<file path="config.mk">
export PLATFORM = sky130hd
export DESIGN_NAME = mmap_bram_arbiter
export DESIGN_NICKNAME = d
export VERILOG_FILES = /design/src/rtl/mmap_bram_arbiter.sv
export SDC_FILE = /design/constraint.sdc
export NUM_CORES = 1
export LEC_CHECK = 0
export BUFFER_PORTS_ARGS = -buffer_cell sky130_fd_sc_hd__buf_4
export CAP_MARGIN = 15
export CORE_AREA = 2 2 172 174
export CTS_CLUSTER_DIAMETER = 200
export DETAILED_ROUTE_END_ITERATION = 10
export DIE_AREA = 0 0 174 176
export PLACE_DENSITY = 0.51
export SLEW_MARGIN = 30
export SYNTH_ARGS = -nofsm -noshare
export SYNTH_HDL_FRONTEND = slang
export SYNTH_SLANG_ARGS = --single-unit
export TNS_END_PERCENT = 30
</file>
<file path="constraint.sdc">
create_clock -name clk -period 2.4 [get_ports clk]
set_clock_uncertainty 0.2 [all_clocks]
set_input_delay 0.24 -clock clk [delete_from_list [all_inputs] [get_ports clk]]
set_output_delay 0.24 -clock clk [all_outputs]
set_load 0.1 [all_outputs]
</file>
<file path="src/rtl/mmap_bram_arbiter.sv">
// Two-master arbiter in front of a single-port BRAM, with read-return routing
// and a frame-completion interrupt requester with a 4-bit pending counter.
module mmap_bram_arbiter #(
  parameter int          ADDR_W   = 32,
  parameter int          DATA_W   = 64,
  parameter int unsigned RD_LAT   = 1,
  parameter int unsigned LOCK_MAX = 16
) (
  input  logic                clk,
  input  logic                reset,
  input  logic                m0_req,
  input  logic                m0_we,
  input  logic                m0_lock,
  input  logic [ADDR_W-1:0]   m0_addr,
  input  logic [DATA_W-1:0]   m0_wdata,
  output logic                m0_gnt,
  output logic                m0_rvalid,
  input  logic                m1_req,
  input  logic                m1_we,
  input  logic                m1_lock,
  input  logic [ADDR_W-1:0]   m1_addr,
  input  logic [DATA_W-1:0]   m1_wdata,
  output logic                m1_gnt,
  output logic                m1_rvalid,
  output logic [DATA_W-1:0]   m_rdata,
  output logic                clkb,
  output logic                enb,
  output logic [DATA_W/8-1:0] web,
  output logic [ADDR_W-1:0]   addrb,
  output logic [DATA_W-1:0]   dinb,
  input  logic [DATA_W-1:0]   doutb,
  input  logic                frame_done,
  input  logic                msi_enable,
  output logic                usr_irq_req,
  input  logic                usr_irq_ack,
  output logic                irq_ovf
);

  localparam int CNT_W = $clog2(LOCK_MAX + 1);
  localparam logic [CNT_W-1:0] LOCK_TOP = CNT_W'(LOCK_MAX);

  typedef enum logic [1:0] {IDLE, REQ, GAP} irq_state_t;

  logic              last;      // 0 = m0 granted last, 1 = m1
  logic [CNT_W-1:0]  lock_cnt;
  logic              g0, g1, hold, g_we, g_lock;
  logic [ADDR_W-1:0] g_addr;
  logic [DATA_W-1:0] g_data;
  logic [RD_LAT:0]   rd_v, rd_id;
  irq_state_t        state;
  logic [3:0]        pending;
  logic              ack_ok;

  assign clkb    = clk;
  assign m_rdata = doutb;
  assign m0_gnt  = g0;
  assign m1_gnt  = g1;

  always_comb begin
    hold = (last ? m1_lock : m0_lock) && (lock_cnt < LOCK_TOP);
    g0   = 1'b0;
    g1   = 1'b0;
    if (!reset) begin
      if (m0_req && m1_req) begin
        // a held lock keeps the previous winner, otherwise the other side wins
        g1 = hold ? last : !last;
        g0 = !g1;
      end else begin
        g0 = m0_req;
        g1 = m1_req;
      end
    end
    g_we   = g1 ? m1_we    : m0_we;
    g_lock = g1 ? m1_lock  : m0_lock;
    g_addr = g1 ? m1_addr  : m0_addr;
    g_data = g1 ? m1_wdata : m0_wdata;
  end

  always_ff @(posedge clk) begin
    if (reset) begin
      last     <= 1'b1;
      lock_cnt <= '0;
      enb      <= 1'b0;
      web      <= '0;
      addrb    <= '0;
      dinb     <= '0;
      rd_v     <= '0;
      rd_id    <= '0;
    end else begin
      enb   <= g0 | g1;
      rd_v  <= {rd_v[RD_LAT-1:0], (g0 | g1) & ~g_we};
      rd_id <= {rd_id[RD_LAT-1:0], g1};
      if (g0 || g1) begin
        web   <= {(DATA_W/8){g_we}};
        addrb <= g_addr;
        dinb  <= g_data;
        last  <= g1;
        // lock_cnt counts consecutive locked grants to the current owner
        if (g1 != last)
          lock_cnt <= g_lock ? CNT_W'(1) : '0;
        else if (!g_lock)
          lock_cnt <= '0;
        else if (lock_cnt != LOCK_TOP)
          lock_cnt <= lock_cnt + CNT_W'(1);
      end else begin
        web <= '0;
        if (!(last ? m1_lock : m0_lock))
          lock_cnt <= '0;
      end
    end
  end

  assign m0_rvalid = rd_v[RD_LAT] & ~rd_id[RD_LAT];
  assign m1_rvalid = rd_v[RD_LAT] &  rd_id[RD_LAT];

  assign ack_ok = (state == REQ) && usr_irq_ack;

  always_ff @(posedge clk) begin
    if (reset) begin
      state       <= IDLE;
      usr_irq_req <= 1'b0;
      pending     <= '0;
      irq_ovf     <= 1'b0;
    end else begin
      case ({frame_done, ack_ok})
        2'b10: begin
          if (pending == 4'hF) irq_ovf <= 1'b1;
          else                 pending <= pending + 4'd1;
        end
        2'b01:   pending <= pending - 4'd1;
        default: ;
      endcase
      case (state)
        IDLE: if (pending != '0 && msi_enable) begin
          state       <= REQ;
          usr_irq_req <= 1'b1;
        end
        REQ: if (usr_irq_ack) begin
          state       <= GAP;
          usr_irq_req <= 1'b0;
        end
        GAP:     state <= IDLE;
        default: state <= IDLE;
      endcase
    end
  end

endmodule

</file>
==> metrics <==
status=completed; initial antenna violation count=0; vias in the first global route=7408; Mapped Cells=about 760; largest family of logic cells by synthesized area=simple AND/OR/NAND/NOR gates; min Tclk post-route=2.35 ns; drt first pass iters=4; worst-path maximum fanout=6; gr usage total=0.161; starting density of the core=0.218; Ys Warns=0; clock tree from TritonCTS=yes; WL/cell=~16 µm; GRT Residual Overflow=0; Pint=4.64 mW; # IOs=443; RSZ-0062 raised after global routing=yes; P_sw=2.84 mW; synthesized area per cell=just over 8 µm²; die width=174 µm; clock share of power=0.383; Pleak=approximately 4.7 nW; PwrDens=about 680 nW/µm²; Clk Latency, worst-skew pair=around 0.52 ns; Post-Synth Simple-Gate Area=0.247; First DRT Iteration DRCs=between 300 and 400; post-synthesis compound-gate area fraction=0.203; Max VDD drop=0.000299 V; hold slack=~0.038 ns; fill count=2904; Setup WS post-layout=0.0541 ns; ant diodes=0; Tcrit/Tclk final=0.977; sequential power share=0.290; Most used DFF post-synth=dfxtp_1; num rows=62; Seq. cell area=2320 µm²; Synth Area in XOR/XNOR=0.00281; Via density=around 4.5; critical path capture point type=flip-flop; adder-cell share of the synthesized area=0.00603; Hold Vio Cnt, Final=0; Slew @ Worst Pin=between 0.6 and 0.7 ns; synthesized area=between 6000 and 7000 µm²; fin. max-slew vios=0; # Max-Cap Violations=0; IO Port Bufs=about 310; Post-Layout Inst Area=around 11000 µm²; worst hold path type=in -> reg; most frequent cells in the layout=buf_4 (336), dlygate4sd3_1 (205), nor2_1 (203); largest net degree at the start of global routing=55; Placer Congestion=just under 0.8; critical path class=in -> reg; clock slew at reported path FFs=approximately 0.06 ns; global-route wire length before repair=around 40 mm; P&R area growth vs syn=78.0%; Die Area=30600 µm²; Critical Path RT=between 2 and 3 ns; Die H=~180 µm; Post-synth EDFFs=0; Post-synth ARST share=0; most common cell after layout, fill and taps aside=buf_4; switching power share of the total=0.380; footprint of the multi-input gates=2930 µm²; final wirelength=between 20 and 30 mm; mux contribution to synthesized area=0.00342; final setup fails=0; Setup WS pre-CTS=0.305 ns; Slew HR=0.556; Yosys cell types=57; sequential area share after synthesis=0.373; DR vias=7163; fmax=0.426 GHz; worst path arrival time=2.55 ns; placed standard-cell area=approximately 8400 µm²; Antenna Nets Post-Route=0; hpwl dp=approximately 16 mm; Syn Nets=between 1000 and 1500; post-synthesis register bit count=between 100 and 150; drc violations=0; core area=between 20000 and 30000 µm²; Layout Nets=between 1000 and 1500; share of cells above drive strength 1=0.341; Gate power share=0.328; crit start category=input pin
final timing paths:
path | slack [ns] | cells past startpoint | startpoint | end
max | 0.05 | 8 | m1_lock | last
min reg2reg | 0.23 | 1 | rd_v[0] | rd_v[1]
min | 0.04 | 3 | m1_wdata[23] | dinb[23]
max reg2reg | 0.06 | 6 | lock_cnt[4] | last
per-layer routing:
layer,part of all wire,vias to the layer above,routed length (µm),track usage
met5,0,-,0,0
met4,0.015,0,389,0.0483
met3,0.053,32,1350,0.0465
met2,0.51,236,12900,0.282
met1,0.42,3400,10800,0.191
li1,-,3495,-,-
repair_timing:
action	4_1_cts	5_1_grt
hold buffers	205	0
buffers inserted	0	0
resized for setup	0	2
setup endpoints to repair	0	2
endpoints found under the hold margin	109	0
stage by stage:
stage | setup TNS (ns) | utilization | power [mW] | cells
after CTS | 0 | 0.387 | 7.60 | 1579
after global routing | -0.0282 | 0.388 | 7.82 | 1580
after global placement | 0 | 0.293 | 4.54 | 1340
after detailed placement | 0 | 0.293 | 4.54 | 1340
final | 0 | 0.388 | 7.48 | 1580
after floorplan | 0 | - | 4.40 | 758
cells in the mapped netlist (6+ instances only):
cell type	count	area, µm²
a2111oi_2	20	300
nand3_1	7	35.0
clkbuf_1	16	60.1
buf_2	24	120
a21oi_1	9	45.0
dfxtp_1	116	2320
nor2b_1	7	43.8
buf_1	6	22.5
nor2_1	203	762
a2111oi_1	9	90.1
o21ai_0	6	30.0
nand2_1	8	30.0
buf_6	13	146
buf_4	83	623
nor3_1	101	505
a2111oi_0	67	587
cell families after synthesis:
logic type	Yosys count
compound gates	137
xor+xnor	2
fa+ha+maj	3
buf+inv	150
flops	116
mux	2
simple gates	348
cell type report:
cell class,instances,area share
clock inverter,9,0.00723
tap,384,0.0434
sequential,116,0.210
inverter,6,0.00226
timing repair buffer,546,0.423
multi-input combinational,493,0.264
clock buffer,26,0.0503
sequential cells by signal, indices dropped and copies added (netlist names), 2 cells and up:
register and cells:
dinb 64, addrb 32, lock_cnt 5, pending 4, rd_id 2, rd_v 2, state 2
power groups by stage:
stage	Clock (mW)	Combinational (mW)	Sequential (mW)
CTS	2.98	2.45	2.17
global placement	0.157	2.17	2.21
floorplan	0.157	1.09	3.16
finish	2.86	2.45	2.17
global route	3.06	2.57	2.19
detailed placement	0.157	2.17	2.21
worst max-delay path, stage by stage:
cell and delay, ns:
dlygate4sd3_1 0.54, buf_4 0.16, nand2_2 0.14, o221ai_4 0.15, a21oi_1 0.15, dlygate4sd3_1 0.56, o21ai_0 0.07, dlygate4sd3_1 0.55
Power figures use the tool's default switching activity.
